### src/rtl/nn_pkg.sv
// -----------------------------------------------------------------------------
// nn_pkg
// Shared definitions for the forward-pass neuron slice.
//   - datapath widths: activation, weight, product, accumulator, result
//   - operand index width for the MAC sequencer
//   - FSM state encoding used by forward_neuron
// No ports (package).
// -----------------------------------------------------------------------------
package nn_pkg;

   localparam int ACT_W    = 4;   // unsigned activation width
   localparam int WGT_W    = 8;   // signed weight / bias width
   localparam int PROD_W   = 12;  // signed weight x unsigned activation product
   localparam int ACCUM_W  = 15;  // |acc| <= 9728, so 15 signed bits never overflow
   localparam int RESULT_W = 23;  // width expected by the backprop stage
   localparam int IDX_W    = 2;   // index over the four operand pairs
   localparam int BIAS_SH  = 4;   // bias is aligned to the product scale by << 4

   typedef enum logic [1:0] {
      ST_IDLE = 2'd0,
      ST_MAC  = 2'd1,
      ST_BIAS = 2'd2,
      ST_HOLD = 2'd3
   } fwd_state_e;

endpackage : nn_pkg

### src/rtl/fwd_mac_unit.sv
// -----------------------------------------------------------------------------
// fwd_mac_unit
// Combinational multiply-accumulate step for the forward neuron.
// Computes o_sum = i_acc + addend, where addend is either the signed product
// sext(i_wgt) * zext(i_act), or the shifted bias sext(i_bias) << 4 when
// i_bias_sel is high. One adder therefore serves both the MAC and BIAS steps.
//
// Ports:
//   i_wgt      in  8   signed weight of the current pair
//   i_act      in  4   unsigned activation of the current pair
//   i_bias     in  8   signed bias
//   i_bias_sel in  1   1: add the shifted bias instead of the product
//   i_acc      in  15  signed running accumulator
//   o_sum      out 15  signed updated accumulator value
// -----------------------------------------------------------------------------
module fwd_mac_unit
   import nn_pkg::*;
(
   input  logic signed [WGT_W-1:0]   i_wgt,
   input  logic        [ACT_W-1:0]   i_act,
   input  logic signed [WGT_W-1:0]   i_bias,
   input  logic                      i_bias_sel,
   input  logic signed [ACCUM_W-1:0] i_acc,
   output logic signed [ACCUM_W-1:0] o_sum
);

   logic signed [PROD_W-1:0]  w_wgt_x;
   logic signed [PROD_W-1:0]  w_act_x;
   logic signed [PROD_W-1:0]  w_prod;
   logic signed [ACCUM_W-1:0] w_prod_x;
   logic signed [ACCUM_W-1:0] w_bias_x;
   logic signed [ACCUM_W-1:0] w_addend;

   // Both operands are widened to the product width before multiplying so the
   // activation is treated as a non-negative value in a signed multiply.
   // -128 * 15 = -1920 is the extreme product and fits in 12 signed bits.
   assign w_wgt_x = {{(PROD_W-WGT_W){i_wgt[WGT_W-1]}}, i_wgt};
   assign w_act_x = {{(PROD_W-ACT_W){1'b0}}, i_act};
   assign w_prod  = w_wgt_x * w_act_x;

   assign w_prod_x = {{(ACCUM_W-PROD_W){w_prod[PROD_W-1]}}, w_prod};
   assign w_bias_x = {{(ACCUM_W-WGT_W-BIAS_SH){i_bias[WGT_W-1]}}, i_bias, {BIAS_SH{1'b0}}};

   assign w_addend = i_bias_sel ? w_bias_x : w_prod_x;
   assign o_sum    = i_acc + w_addend;

endmodule : fwd_mac_unit

### src/rtl/forward_neuron.sv
// -----------------------------------------------------------------------------
// forward_neuron
// Sequential forward-pass neuron: result = sum_k sext(w_k)*zext(a_k)
// + (sext(bias) << 4), computed one MAC step per cycle and handed downstream
// with a valid/ready handshake. The training target captured with the
// operands is presented alongside the result so backprop sees a matched pair.
//
// Build option:
//   FWD_RELU_EN  defined   -> negative sums load final_o = 0 (ReLU)
//                undefined -> the signed sum is sign-extended unchanged
//
// Ports:
//   clk_i        in  1   clock
//   rst_i        in  1   asynchronous active-low reset
//   start_i      in  1   request a pass; accepted only while busy_o = 0
//   a0_i..a3_i   in  4   unsigned activations (sampled on acceptance)
//   w0_i..w3_i   in  8   signed weights (sampled on acceptance)
//   bias_i       in  8   signed bias (sampled on acceptance)
//   target_i     in  4   training target (sampled on acceptance)
//   busy_o       out 1   high from acceptance until the result handshake
//   valid_o      out 1   final_o / target_o valid
//   ready_i      in  1   downstream consumes the result when high with valid_o
//   final_o      out 23  signed result, sign-extended
//   target_o     out 4   target captured with this pass
// -----------------------------------------------------------------------------
module forward_neuron
   import nn_pkg::*;
#(
   parameter int N_IN  = 4,   // operand pairs; fixed at 4 in this revision
   parameter int ACC_W = 23   // result width seen by backprop
) (
   input  logic                    clk_i,
   input  logic                    rst_i,
   input  logic                    start_i,
   input  logic        [ACT_W-1:0] a0_i,
   input  logic        [ACT_W-1:0] a1_i,
   input  logic        [ACT_W-1:0] a2_i,
   input  logic        [ACT_W-1:0] a3_i,
   input  logic signed [WGT_W-1:0] w0_i,
   input  logic signed [WGT_W-1:0] w1_i,
   input  logic signed [WGT_W-1:0] w2_i,
   input  logic signed [WGT_W-1:0] w3_i,
   input  logic signed [WGT_W-1:0] bias_i,
   input  logic        [ACT_W-1:0] target_i,
   output logic                    busy_o,
   output logic                    valid_o,
   input  logic                    ready_i,
   output logic signed [ACC_W-1:0] final_o,
   output logic        [ACT_W-1:0] target_o
);

   localparam logic [IDX_W-1:0] K_LAST = IDX_W'(N_IN - 1);

   // ---------------------------------------------------------------------------
   // State
   // ---------------------------------------------------------------------------
   fwd_state_e r_state;
   fwd_state_e w_state_nxt;

   logic [N_IN-1:0][ACT_W-1:0]        r_act;
   logic [N_IN-1:0][WGT_W-1:0]        r_wgt;
   logic signed [WGT_W-1:0]           r_bias;
   logic        [ACT_W-1:0]           r_target;
   logic signed [ACCUM_W-1:0]         r_acc;
   logic        [IDX_W-1:0]           r_k;
   logic signed [ACC_W-1:0]           r_final;
   logic        [ACT_W-1:0]           r_target_out;

   logic                              w_accept;
   logic                              w_mac_step;
   logic                              w_bias_step;
   logic signed [ACCUM_W-1:0]         w_sum;
   logic signed [ACC_W-1:0]           w_sum_ext;
   logic signed [ACC_W-1:0]           w_final_nxt;

   // ---------------------------------------------------------------------------
   // FSM: state register
   // ---------------------------------------------------------------------------
   always_ff @(posedge clk_i or negedge rst_i) begin
      if (!rst_i) begin
         r_state <= ST_IDLE;
      end else begin
         // NOTE: clocked state uses non-blocking assignments so every register
         // samples pre-edge values regardless of process ordering.
         r_state <= w_state_nxt;
      end
   end

   // ---------------------------------------------------------------------------
   // FSM: next state and step decodes
   // ---------------------------------------------------------------------------
   always_comb begin
      // NOTE: every output of this block gets a default first, so no path can
      // leave a signal unassigned and infer a latch.
      w_state_nxt = r_state;
      w_accept    = 1'b0;
      w_mac_step  = 1'b0;
      w_bias_step = 1'b0;

      unique case (r_state)
         ST_IDLE: begin
            if (start_i) begin
               w_accept    = 1'b1;
               w_state_nxt = ST_MAC;
            end
         end
         ST_MAC: begin
            w_mac_step = 1'b1;
            if (r_k == K_LAST) begin
               w_state_nxt = ST_BIAS;
            end
         end
         ST_BIAS: begin
            w_bias_step = 1'b1;
            w_state_nxt = ST_HOLD;
         end
         ST_HOLD: begin
            if (ready_i) begin
               w_state_nxt = ST_IDLE;
            end
         end
         default: begin
            w_state_nxt = ST_IDLE;
         end
      endcase
   end

   assign busy_o  = (r_state != ST_IDLE);
   assign valid_o = (r_state == ST_HOLD);

   // ---------------------------------------------------------------------------
   // Shared multiply-add: product of pair k in MAC, shifted bias in BIAS
   // ---------------------------------------------------------------------------
   fwd_mac_unit u_mac (
      .i_wgt      (r_wgt[r_k]),
      .i_act      (r_act[r_k]),
      .i_bias     (r_bias),
      .i_bias_sel (w_bias_step),
      .i_acc      (r_acc),
      .o_sum      (w_sum)
   );

   assign w_sum_ext = {{(ACC_W-ACCUM_W){w_sum[ACCUM_W-1]}}, w_sum};

`ifdef FWD_RELU_EN
   assign w_final_nxt = w_sum[ACCUM_W-1] ? '0 : w_sum_ext;
`else
   assign w_final_nxt = w_sum_ext;
`endif

   // ---------------------------------------------------------------------------
   // Operand capture, accumulator and result register
   // ---------------------------------------------------------------------------
   always_ff @(posedge clk_i or negedge rst_i) begin
      if (!rst_i) begin
         // NOTE: the captured operand bank is reset along with the control
         // state; it is a handful of flops, not a RAM, so clearing it is cheap
         // and keeps every observable register deterministic after reset.
         r_act        <= '0;
         r_wgt        <= '0;
         r_bias       <= '0;
         r_target     <= '0;
         r_acc        <= '0;
         r_k          <= '0;
         r_final      <= '0;
         r_target_out <= '0;
      end else if (w_accept) begin
         r_act    <= {a3_i, a2_i, a1_i, a0_i};
         r_wgt    <= {w3_i, w2_i, w1_i, w0_i};
         r_bias   <= bias_i;
         r_target <= target_i;
         r_acc    <= '0;
         r_k      <= '0;
      end else if (w_mac_step) begin
         r_acc <= w_sum;
         r_k   <= r_k + 1'b1;
      end else if (w_bias_step) begin
         // Result and target are loaded together so they always form a pair;
         // both then hold until the next BIAS step.
         r_acc        <= w_sum;
         r_final      <= w_final_nxt;
         r_target_out <= r_target;
      end
   end

   assign final_o  = r_final;
   assign target_o = r_target_out;

endmodule : forward_neuron
### config.mk
export PLATFORM = sky130hd
export DESIGN_NAME = forward_neuron
export DESIGN_NICKNAME = d
export VERILOG_FILES = /design/src/rtl/nn_pkg.sv /design/src/rtl/fwd_mac_unit.sv /design/src/rtl/forward_neuron.sv
export SDC_FILE = /design/constraint.sdc
export NUM_CORES = 1
export LEC_CHECK = 0
export ABC_AREA = 1
export ABC_CLOCK_PERIOD_IN_PS = 5600
export CORE_ASPECT_RATIO = 0.8
export CORE_MARGIN = 3
export CORE_UTILIZATION = 50
export DETAILED_ROUTE_END_ITERATION = 10
export MAX_ROUTING_LAYER = met4
export PLACE_DENSITY = 0.74
export SLEW_MARGIN = 20
export SYNTH_ARGS = -nofsm -noshare
export SYNTH_HDL_FRONTEND = slang
export SYNTH_SLANG_ARGS = --single-unit
### constraint.sdc
create_clock -name clk_i -period 5.6 [get_ports clk_i]
set_input_delay 1.12 -clock clk_i [delete_from_list [all_inputs] [get_ports clk_i]]
set_output_delay 1.12 -clock clk_i [all_outputs]
set_load 0.02 [all_outputs]
==> results of run 1 <==
## flip-flops by register name, indices dropped and copies added, names as in the netlist
signal	flops
final_o	15
r_acc	15
r_act	16
r_bias	8
r_k	2
r_state	2
r_target	4
r_wgt	32
target_o	4
## worst min-delay path: stages, from the launching register on
cell     delay [ns]
dfrtp_1        0.34
nand2_1        0.05
nand2_1        0.06
## layout make-up
type / count / area share
multi-input cells: 575 / 0.435
flip-flops and latches: 98 / 0.293
repair buffers: 143 / 0.160
inverters: 102 / 0.0474
clock buffers: 10 / 0.0286
well taps: 166 / 0.0248
clock inverters: 5 / 0.0102
## per-layer routing
layer,vias up,global-route usage,part of all wire
met3,23,0.0447,0.048
met2,169,0.380,0.46
met5,-,-,0
met4,0,0.0492,0.014
li1,2775,-,-
met1,2648,0.369,0.47
## layout by cell type, fill, tap and decap left out, drive strengths merged, types with 5 or more instances in the layout
cell type      synthesis  final
a21oi                 24     24
a32oi                  5      5
buf                   13     52
clkbuf                21     10
clkdlybuf4s50          0     91
dfrtp                 98     98
fa                    17     17
ha                    42     42
inv                  101    100
nand2                323    323
nand3                 38     38
nor2                  36     36
o21ai                 48     48
xnor2                  5      5
xor2                   6      6
## cell usage after synthesis, types with 4 or more instances
| cell type | instances | share of area |
|---|---|---|
| a21oi_1 | 24 | 0.019 |
| a32o_1 | 4 | 0.0064 |
| a32oi_1 | 5 | 0.0070 |
| buf_4 | 8 | 0.0096 |
| clkbuf_1 | 21 | 0.013 |
| dfrtp_1 | 98 | 0.39 |
| fa_1 | 17 | 0.054 |
| ha_1 | 42 | 0.084 |
| inv_1 | 95 | 0.057 |
| inv_2 | 5 | 0.0030 |
| nand2_1 | 310 | 0.19 |
| nand2_2 | 6 | 0.0060 |
| nand2_4 | 7 | 0.013 |
| nand3_1 | 33 | 0.026 |
| nand3_2 | 4 | 0.0064 |
| nor2_1 | 36 | 0.022 |
| o21ai_0 | 46 | 0.037 |
| xnor2_1 | 5 | 0.0070 |
| xor2_1 | 6 | 0.0084 |
## path summary, 6_finish.rpt
kind	startpoint	end	slack, ns	cells past startpoint
worst min register to register	final_o[11]	final_o[11]	0.48	2
worst max-delay path	r_k[0]	r_acc[14]	0.14	31
worst max register to register	r_k[0]	r_acc[14]	0.14	31
max in group asynchronous	rst_i	r_acc[4]	3.72	2
worst min-delay path	final_o[11]	final_o[11]	0.48	2
min in group asynchronous	rst_i	r_acc[7]	0.85	1
## stage by stage
step	hold WS (ns)	setup TNS (ns)	worst slack (ns)	instance area [µm²]
2_1_floorplan	0.441	0	0.226	6250
3_3_place_gp	0.457	-0.0670	-0.0341	7460
3_5_place_dp	0.466	-0.356	-0.161	7460
4_1_cts	0.480	0	0.00568	7840
5_1_grt	0.494	-0.342	-0.140	8360
6_report	0.480	0	0.142	8360
## repair_timing
item                       4_1_cts  5_1_grt
cloned                           0        0
resized for setup                9       98
pin swaps                        0       52
setup endpoints to repair        4        8
buffers inserted                 3       13
## cells by family (layout without fill, tap and decap cells)
group,count (synthesis),in the layout
buffers and inverters,136,260
DFF,98,98
xor gates and xnor gates,11,11
and+or+nand+nor,407,407
AOI/OAI and AO/OA,98,98
adders and majority gates,59,59
==> summary.txt, run 1 <==
Yosys
  • Net count after synthesis: 932
  • Synth Area in Adders: 0.138
  • Cell area after synthesis: 6250 µm²
  • Synthesized area per cell: 7.73 µm²
  • Post-synth ARST share: 1.00
  • YS warnings: 0
  • Mux share of post-synthesis cell area: 0
  • Synth cell types: 40
  • Compound-Gate Fraction of Synth Area: 0.0915
  • Sequential fraction of the synthesis area: 0.392
  • Post-synthesis xor/xnor area fraction: 0.0154
  • Mapped Cells: 809
  • Number of synthesized flops with an enable pin: 0
  • Yosys reg bits: 98
  • Simple-gate portion of the synthesized area: 0.272
  • Largest family of logic cells by synthesized area: simple AND/OR/NAND/NOR gates
  • Top FF cell, synth: dfrtp_1

Status
  • Status: finished, final reports clean

Cells and area
  • Register Area: 2450 µm²
  • Share of layout cells above drive strength 1: 0.190
  • Final core utilization: 0.704
  • Layout Cells excl Fill: 1099
  • Antenna diodes: 0
  • Fill cells: 937
  • Area of the multi-input gates: 3640 µm²
  • Layout Nets: 1052
  • Area growth from synthesis to layout: 33.7%

Critical path
  • Buffers & Inverters on Critical Path: 8
  • Family with the most delay on the worst path: adder cells
  • Startpoint types: register
  • CP max stage cell: fa_1
  • WP data arrival: 5.69 ns
  • Largest stage delay on the critical path: 0.51 ns
  • Setup crit end kind: register
  • Required time worst endpoint: 5.83 ns
  • Critical path fanouts, max: 8
  • WS Path Type: reg -> reg

Die
  • Core area: 11900 µm²
  • Die W: 131 µm
  • Die Span Y: 106 µm
  • IO Pins: 93
  • Rows: 35
  • Die area: 13900 µm²
  • Initial Util: 0.527

STA
  • Slew margin rel.: 0.484
  • Slew Limit Fails: 0
  • RSZ-0062 raised after global routing: true
  • Slew @ Worst Pin: 0.775 ns
  • Final setup fails: 0
  • Fmax: 183 MHz
  • Hold Vio Cnt, Final: 0
  • Period utilisation layout: 0.975
  • Final worst path period need: 5.46 ns
  • Clock Skew: 0.00853 ns

Routing
  • DR iter-0 viols: 393
  • Drt wl/cell: 15.3 µm
  • TritonRoute pass-1 iters: 5
  • Final WL: 16800 µm
  • Residual DRC: 0
  • Routed Antenna Nets: 0
  • Via count: 5615
  • Vias per Instance: 5.11

Global routing
  • Grt total ovfl: 0
  • Antenna violations before repair: 0
  • Total track usage: 0.255
  • Largest net degree at the start of global routing: 73
  • Vias in the first global route: 5788
  • Global-route wire length before repair: 27700 µm

Job
  • Maxcap violations: 0

CTS
  • Clock latency on the worst-skew pair: 0.35 ns
  • CTS tree: done
  • Root Buffer: clkbuf_16
  • Clock Sinks: 98
  • H-tree Lvls: 3
  • CTS Buf Count: 9
  • Cts hold-fix bufs: 0
  • Bufs on Longest Clock Path: 2
  • Clk slew on worst S/H paths: 0.07 ns

Placed design
  • Port-buffer cells: 92
  • RD Place Congestion: 0.987
  • DP Cell Count: 1068
  • DP Wirelength: 11900 µm

Hold path
  • Worst min-delay path class: reg -> reg
Power of run 1 is not shown: default switching activity piles up to over one toggle a cycle in this logic, so the estimate is an artifact.
==> inputs of run 2 (changes only) <==
--- a/config.mk
+++ b/config.mk
@@ -5,14 +5,13 @@
 export SDC_FILE = /design/constraint.sdc
 export NUM_CORES = 1
 export LEC_CHECK = 0
-export ABC_AREA = 1
 export ABC_CLOCK_PERIOD_IN_PS = 5600
 export CORE_ASPECT_RATIO = 0.8
-export CORE_MARGIN = 3
+export CORE_MARGIN = 5
 export CORE_UTILIZATION = 50
 export DETAILED_ROUTE_END_ITERATION = 10
 export MAX_ROUTING_LAYER = met4
-export PLACE_DENSITY = 0.74
+export PLACE_DENSITY = 0.75
 export SLEW_MARGIN = 20
 export SYNTH_ARGS = -nofsm -noshare
 export SYNTH_HDL_FRONTEND = slang
==> run 2 against run 1 <==
  * Critical path depth is 10 lower
  * The run now ends with negative setup slack left
  * Worst hold slack got worse by 0.012 ns
  * Area after synthesis is 1.8% lower
  * Largest cell class unchanged
==> summary.txt, run 2 <==
Global routing
  • Global-route wire length before repair: 25100 µm (was 27700 µm)
  • Vias in the first global route: 5351 (was 5788)
  • Antenna violations before repair: 0 (unchanged)
  • Grt total ovfl: 0 (unchanged)
  • Largest net degree at the start of global routing: 55 (was 73)
  • Total track usage: 0.221 (was 0.255)

Die
  • Die Span Y: 109 µm (was 106 µm)
  • IO Pins: 93 (unchanged)
  • Die area: 14600 µm² (was 13900 µm²)
  • Initial Util: 0.507 (was 0.527)
  • Core area: 12100 µm² (was 11900 µm²)
  • Rows: 36 (was 35)
  • Die W: 134 µm (was 131 µm)

Yosys
  • Yosys reg bits: 98 (unchanged)
  • Number of synthesized flops with an enable pin: 0 (unchanged)
  • Synthesized area per cell: 9.14 µm² (was 7.73 µm²)
  • Synth area leaders: dfrtp_1, nand2_1, ha_1 (unchanged)
  • Net count after synthesis: 795 (was 932)
  • Synth top area share: 0.399 (was 0.392)
  • Leading post-synthesis cells by instance count: nand2_1, dfrtp_1, inv_1 (unchanged)
  • YS warnings: 0 (unchanged)
  • Count leader, synth: nand2_1 (unchanged)
  • Cell area after synthesis: 6140 µm² (was 6250 µm²)
  • Sequential fraction of the synthesis area: 0.399 (was 0.392)
  • Top FF cell, synth: dfrtp_1 (unchanged)
  • Post-synth top area cell: dfrtp_1 (unchanged)
  • Post-synth ARST share: 1.00 (unchanged)
  • Mapped Cells: 672 (was 809)
  • Synth cell types: 53 (was 40)

STA
  • RSZ-0062 raised after global routing: true (unchanged)
  • Slew margin rel.: 0.403 (was 0.484)
  • Worst Setup Slack, final: -0.0928 ns (was 0.142 ns)
  • Min Hold Slack: 0.468 ns (was 0.480 ns)
  • Period utilisation layout: 1.02 (was 0.975)
  • Final worst path period need: 5.69 ns (was 5.46 ns)
  • Hold Vio Cnt, Final: 0 (unchanged)
  • Fmax: 176 MHz (was 183 MHz)
  • Slew @ Worst Pin: 0.893 ns (was 0.775 ns)
  • Clock Skew: 0.00691 ns (was 0.00853 ns)
  • Final setup fails: 1 (was 0)
  • Slew Limit Fails: 0 (unchanged)

Routing
  • Final WL: 15600 µm (was 16800 µm)
  • DR iter-0 viols: 338 (was 393)
  • Routed Antenna Nets: 0 (unchanged)
  • Via count: 5228 (was 5615)
  • Residual DRC: 0 (unchanged)
  • Drt wl/cell: 16.4 µm (was 15.3 µm)
  • Vias per Instance: 5.51 (was 5.11)
  • TritonRoute pass-1 iters: 5 (unchanged)

Placed design
  • RD Place Congestion: 0.892 (was 0.987)
  • DP Wirelength: 10800 µm (was 11900 µm)
  • DP Cell Count: 922 (was 1068)
  • Port-buffer cells: 92 (unchanged)
  • DP Area: 7410 µm² (was 7460 µm²)

Cells and area
  • Highest-count cells in the layout ignoring fill and taps: nand2_1, dfrtp_1, clkdlybuf4s50_1, buf_4, inv_1 (was nand2_1, dfrtp_1, clkdlybuf4s50_1, inv_1, o21ai_0)
  • Reg with most FFs: r_wgt (unchanged)
  • Final core utilization: 0.676 (was 0.704)
  • Commonest non-fill, non-tap cell in the layout: nand2_1 (unchanged)
  • Area growth from synthesis to layout: 33.3% (was 33.7%)
  • Antenna diodes: 0 (unchanged)
  • Share of layout cells above drive strength 1: 0.194 (was 0.190)
  • Layout Nets: 915 (was 1052)
  • Finished Cell Area: 8190 µm² (was 8360 µm²)
  • Regs by FF count: r_wgt (32), r_act (16) (unchanged)
  • Max FFs per register: 32 (unchanged)
  • Layout Cells excl Fill: 949 (was 1099)

Status
  • Failing checks: negative setup slack
  • Status: finished, violations left (was finished, final reports clean)

Hold path
  • Worst min-delay path class: reg -> reg (unchanged)

Job
  • Maxcap violations: 0 (unchanged)

CTS
  • Clock latency on the worst-skew pair: 0.36 ns (was 0.35 ns)
  • Root Buffer: clkbuf_16 (unchanged)
  • H-tree Lvls: 3 (unchanged)
  • CTS tree: done (unchanged)
  • Clock Sinks: 98 (unchanged)
  • Bufs on Longest Clock Path: 2 (unchanged)
  • Cts hold-fix bufs: 0 (unchanged)
  • Clk slew on worst S/H paths: 0.07 ns (about the same)
  • CTS Buf Count: 9 (unchanged)

Critical path
  • WP data arrival: 5.91 ns (was 5.69 ns)
  • Critical path fanouts, max: 8 (unchanged)
  • Required time worst endpoint: 5.82 ns (was 5.83 ns)
  • Setup crit end kind: register (unchanged)
  • Startpoint types: register (unchanged)
  • WS Path Type: reg -> reg (unchanged)
## run 2: repair_timing
item                       in CTS  in global routing
setup endpoints to repair       6                 12
gates resized for setup        17                 61
pin swaps                      10                 43
setup buffers                   4                  6
cloned                          1                  0
## run 2: through the flow
stage,setup TNS [ns],worst slack [ns]
after CTS,-0.0864,-0.0438
after detailed placement,-0.366,-0.171
after global placement,-0.0371,-0.0371
final,-0.0928,-0.0928
after floorplan,0,0.0225
after global routing,-1.04,-0.327
## run 2: final timing paths
path                       slack, ns   endpoint  cells past startpoint      start
min reg2reg                     0.47  r_wgt[27]                      2  r_wgt[27]
max                            -0.09  r_acc[14]                     21     r_k[0]
min in group asynchronous       0.78  r_act[12]                      1      rst_i
max reg2reg                    -0.09  r_acc[14]                     21     r_k[0]
max in group asynchronous       3.72   r_act[4]                      2      rst_i
min                             0.47  r_wgt[27]                      2  r_wgt[27]
## run 2: routing by layer
metal / vias to the layer above / wire length (µm) / GRT usage
met4: 0 / 298 / 0.0639
met3: 32 / 817 / 0.0443
met5: - / 0 / -
met2: 165 / 7620 / 0.359
met1: 2568 / 6840 / 0.286
li1: 2463 / - / -
## run 2: final cells by class
type                            count  area, µm²
Fill cell                         869       3930
Multi-Input combinational cell    496       3720
Sequential cell                    98       2450
Timing Repair Buffer              140       1340
Clock buffer                       12        256
Tap cell                          152        190
Inverter                           47        176
Clock inverter                      4       56.3
## run 2: critical path, cell delays in order, from the launching register on
cell and delay (ns):
dfrtp_2 0.43, buf_6 0.12, mux4_2 0.60, and2_4 0.19, ha_4 0.23, fa_1 0.52, inv_1 0.05, fa_1 0.49
inv_2 0.05, ha_4 0.17, nor4_4 0.30, o21ai_2 0.11, a41oi_2 0.21, xnor3_1 0.27, nor2_1 0.13, nor2_2 0.07
ha_1 0.33, a21o_1 0.21, or4b_4 0.57, o21a_1 0.20, o2111ai_1 0.19, o31ai_1 0.11
## run 2: logic make-up (layout without fill, tap and decap cells)
logic type	after synthesis	in the layout	synth area share
AO/OA/AOI/OAI	98	98	0.106
XOR/XNOR	21	21	0.0322
adder cells (fa/ha/maj)	59	59	0.141
buffers and inverters	78	203	0.0528
flip-flops	98	98	0.399
multiplexers	25	25	0.0674
AND/OR/NAND/NOR	293	293	0.201
Power of run 2 is left out for the same reason.
==> inputs of run 3 (changes only) <==
--- a/config.mk
+++ b/config.mk
@@ -6,12 +6,15 @@
 export NUM_CORES = 1
 export LEC_CHECK = 0
 export ABC_CLOCK_PERIOD_IN_PS = 5600
+export CAP_MARGIN = 40
+export CELL_PAD_IN_SITES_DETAIL_PLACEMENT = 0
+export CELL_PAD_IN_SITES_GLOBAL_PLACEMENT = 1
 export CORE_ASPECT_RATIO = 0.8
 export CORE_MARGIN = 5
-export CORE_UTILIZATION = 50
+export CORE_UTILIZATION = 38
 export DETAILED_ROUTE_END_ITERATION = 10
 export MAX_ROUTING_LAYER = met4
-export PLACE_DENSITY = 0.75
+export PLACE_DENSITY = 0.74
 export SLEW_MARGIN = 20
 export SYNTH_ARGS = -nofsm -noshare
 export SYNTH_HDL_FRONTEND = slang
==> run 3 against run 2 <==
  * The run now ends clean
  * Sequential cell count is the same
  * Register-to-register slack better by 0.13 ns
  * Via count decreased by 2.5%
  * Global-route usage fell by 4.0 points
  * Critical path type unchanged
  * Largest cell class unchanged
==> summary.txt, run 3 (synthesis gave the netlist of run 2 again) <==
Status
  • Status: finished, final reports clean (was finished, violations left)

CTS
  • Clk slew on worst S/H paths: 0.07 ns (about the same)
  • Bufs on Longest Clock Path: 2 (unchanged)
  • H-tree Lvls: 3 (unchanged)
  • CTS tree: done (unchanged)
  • Root Buffer: clkbuf_16 (unchanged)
  • Cts hold-fix bufs: 0 (unchanged)
  • Clock Sinks: 98 (unchanged)
  • Clock latency on the worst-skew pair: 0.35 ns (was 0.36 ns)
  • CTS Buf Count: 9 (unchanged)

Hold path
  • Worst min-delay path class: reg -> reg (unchanged)
  • Hold depth: 2 (unchanged)

STA
  • RSZ-0062 raised after global routing: true (unchanged)
  • Slew margin rel.: 0.419 (was 0.403)
  • Slew Limit Fails: 0 (unchanged)
  • Worst Setup Slack, final: 0.0374 ns (was -0.0928 ns)
  • Fmax: 180 MHz (was 176 MHz)
  • Final setup fails: 0 (was 1)
  • Hold Vio Cnt, Final: 0 (unchanged)
  • Clock Skew: 0.00562 ns (was 0.00691 ns)
  • Period utilisation layout: 0.993 (was 1.02)
  • Slew @ Worst Pin: 0.862 ns (was 0.893 ns)
  • Final worst path period need: 5.56 ns (was 5.69 ns)

Routing
  • Routed wire length on met3: 577 µm (was 817 µm)
  • Final WL: 16300 µm (was 15600 µm)
  • Routed Antenna Nets: 0 (unchanged)
  • Top sig layer: met4 (unchanged)
  • Drt wl/cell: 15.8 µm (was 16.4 µm)
  • DRT met1 WL: 8260 µm (was 6840 µm)
  • DR iter-0 viols: 299 (was 338)
  • Residual DRC: 0 (unchanged)
  • Via count: 5098 (was 5228)
  • TritonRoute pass-1 iters: 6 (was 5)
  • Routed wire length on met2: 7240 µm (was 7620 µm)
  • Vias per Instance: 4.93 (was 5.51)

Die
  • Rows: 41 (was 36)
  • Initial Util: 0.389 (was 0.507)
  • Die area: 18800 µm² (was 14600 µm²)
  • Die W: 152 µm (was 134 µm)
  • IO Pins: 93 (unchanged)
  • Core area: 15800 µm² (was 12100 µm²)
  • Die Span Y: 124 µm (was 109 µm)

Critical path
  • Reg2reg path depth: 23 (was 21)
  • WP data arrival: 5.78 ns (was 5.91 ns)
  • Required time worst endpoint: 5.81 ns (was 5.82 ns)
  • WS Path Type: reg -> reg (unchanged)
  • Startpoint types: register (unchanged)
  • Critical path fanouts, max: 7 (was 8)
  • Setup crit end kind: register (unchanged)

Cells and area
  • Area growth from synthesis to layout: 36.9% (was 33.3%)
  • Regs by FF count: r_wgt (32), r_act (16) (unchanged)
  • Antenna diodes: 0 (unchanged)
  • Reg with most FFs: r_wgt (unchanged)
  • Commonest non-fill, non-tap cell in the layout: nand2_1 (unchanged)
  • Max FFs per register: 32 (unchanged)
  • Share of layout cells above drive strength 1: 0.211 (was 0.194)
  • Highest-count cells in the layout ignoring fill and taps: nand2_1, dfrtp_1, clkdlybuf4s50_1, buf_4, inv_1 (unchanged)
  • Layout Nets: 937 (was 915)
  • Fill cells: 1456 (was 869)

Placed design
  • Pre-CTS setup slack: -0.163 ns (was -0.171 ns)
  • DP Wirelength: 12200 µm (was 10800 µm)
  • RD Place Congestion: 0.889 (was 0.892)
  • Port-buffer cells: 92 (unchanged)

Global routing
  • Global-route wire length before repair: 26700 µm (was 25100 µm)
  • Grt total ovfl: 0 (unchanged)
  • Vias in the first global route: 5334 (was 5351)
  • Total track usage: 0.182 (was 0.221)
  • Largest net degree at the start of global routing: 59 (was 55)
  • Antenna violations before repair: 0 (unchanged)

Job
  • Maxcap violations: 0 (unchanged)
run 3: cell count changes in the layout (fill, tap and decap cells not counted), moves of 2 or more:
cell	before	now
and2_4	13	10
buf_4	43	65
inv_2	9	7
clkbuf_8	2	0
ha_1	26	28
clkinv_2	0	2
and2_1	11	14
inv_1	37	39
run 3: path summary, 6_finish.rpt:
check	startpoint	endpoint	slack, ns
worst max-delay path	r_k[0]	r_acc[14]	0.04
worst min-delay path	r_target[1]	r_target[1]	0.47
worst max register to register	r_k[0]	r_acc[14]	0.04
worst min register to register	r_target[1]	r_target[1]	0.47
max in group asynchronous	rst_i	r_bias[0]	4.30
min in group asynchronous	rst_i	target_o[2]	0.56
run 3: final cells by class:
class	count	area (µm²)	area share
Timing Repair Buffer	162	1500	0.178
Multi-Input combinational cell	496	3700	0.441
Tap cell	215	269	0.0320
Clock buffer	9	225	0.0268
Inverter	47	176	0.0210
Sequential cell	98	2450	0.292
Clock inverter	7	77.6	0.00923
run 3: per-stage QoR:
stage               cells  hold slack [ns]   util  setup TNS (ns)  instance area [µm²]
finish               1034            0.469  0.532               0                 8410
global placement     1001            0.453  0.482         -0.0548                 7620
detailed placement   1002            0.459  0.483          -0.332                 7630
CTS                  1023            0.478  0.510               0                 8050
floorplan             672            0.440      -               0                 6160
global route         1034            0.500  0.532          -0.200                 8410
run 3: worst max-delay path, cell delays in order, from the launching register on:
cell	delay, ns
dfrtp_2	0.43
buf_12	0.14
buf_4	0.13
mux4_2	0.46
and2_4	0.17
ha_4	0.21
fa_1	0.50
inv_1	0.05
fa_1	0.53
inv_2	0.05
ha_4	0.16
buf_4	0.14
a21oi_2	0.11
nand2_1	0.09
a41oi_2	0.21
xnor3_1	0.27
nor2_2	0.11
nor2_2	0.07
ha_1	0.32
a21o_1	0.20
or4b_4	0.57
o21ai_4	0.19
mux2i_1	0.22
o31ai_1	0.08
run 3: timing repair:
item / in CTS / in global routing
resized for setup: 19 / 52
endpoints found under the setup margin: 6 / 12
setup buffers: 5 / 10
pin swaps: 9 / 53
run 3: metal layers:
| layer | track usage | vias up |
|---|---|---|
| li1 | - | 2502 |
| met1 | 0.255 | 2458 |
| met2 | 0.271 | 119 |
| met3 | 0.0340 | 19 |
| met4 | 0.0533 | 0 |
| met5 | - | - |
Power of run 3 is left out for the same reason.
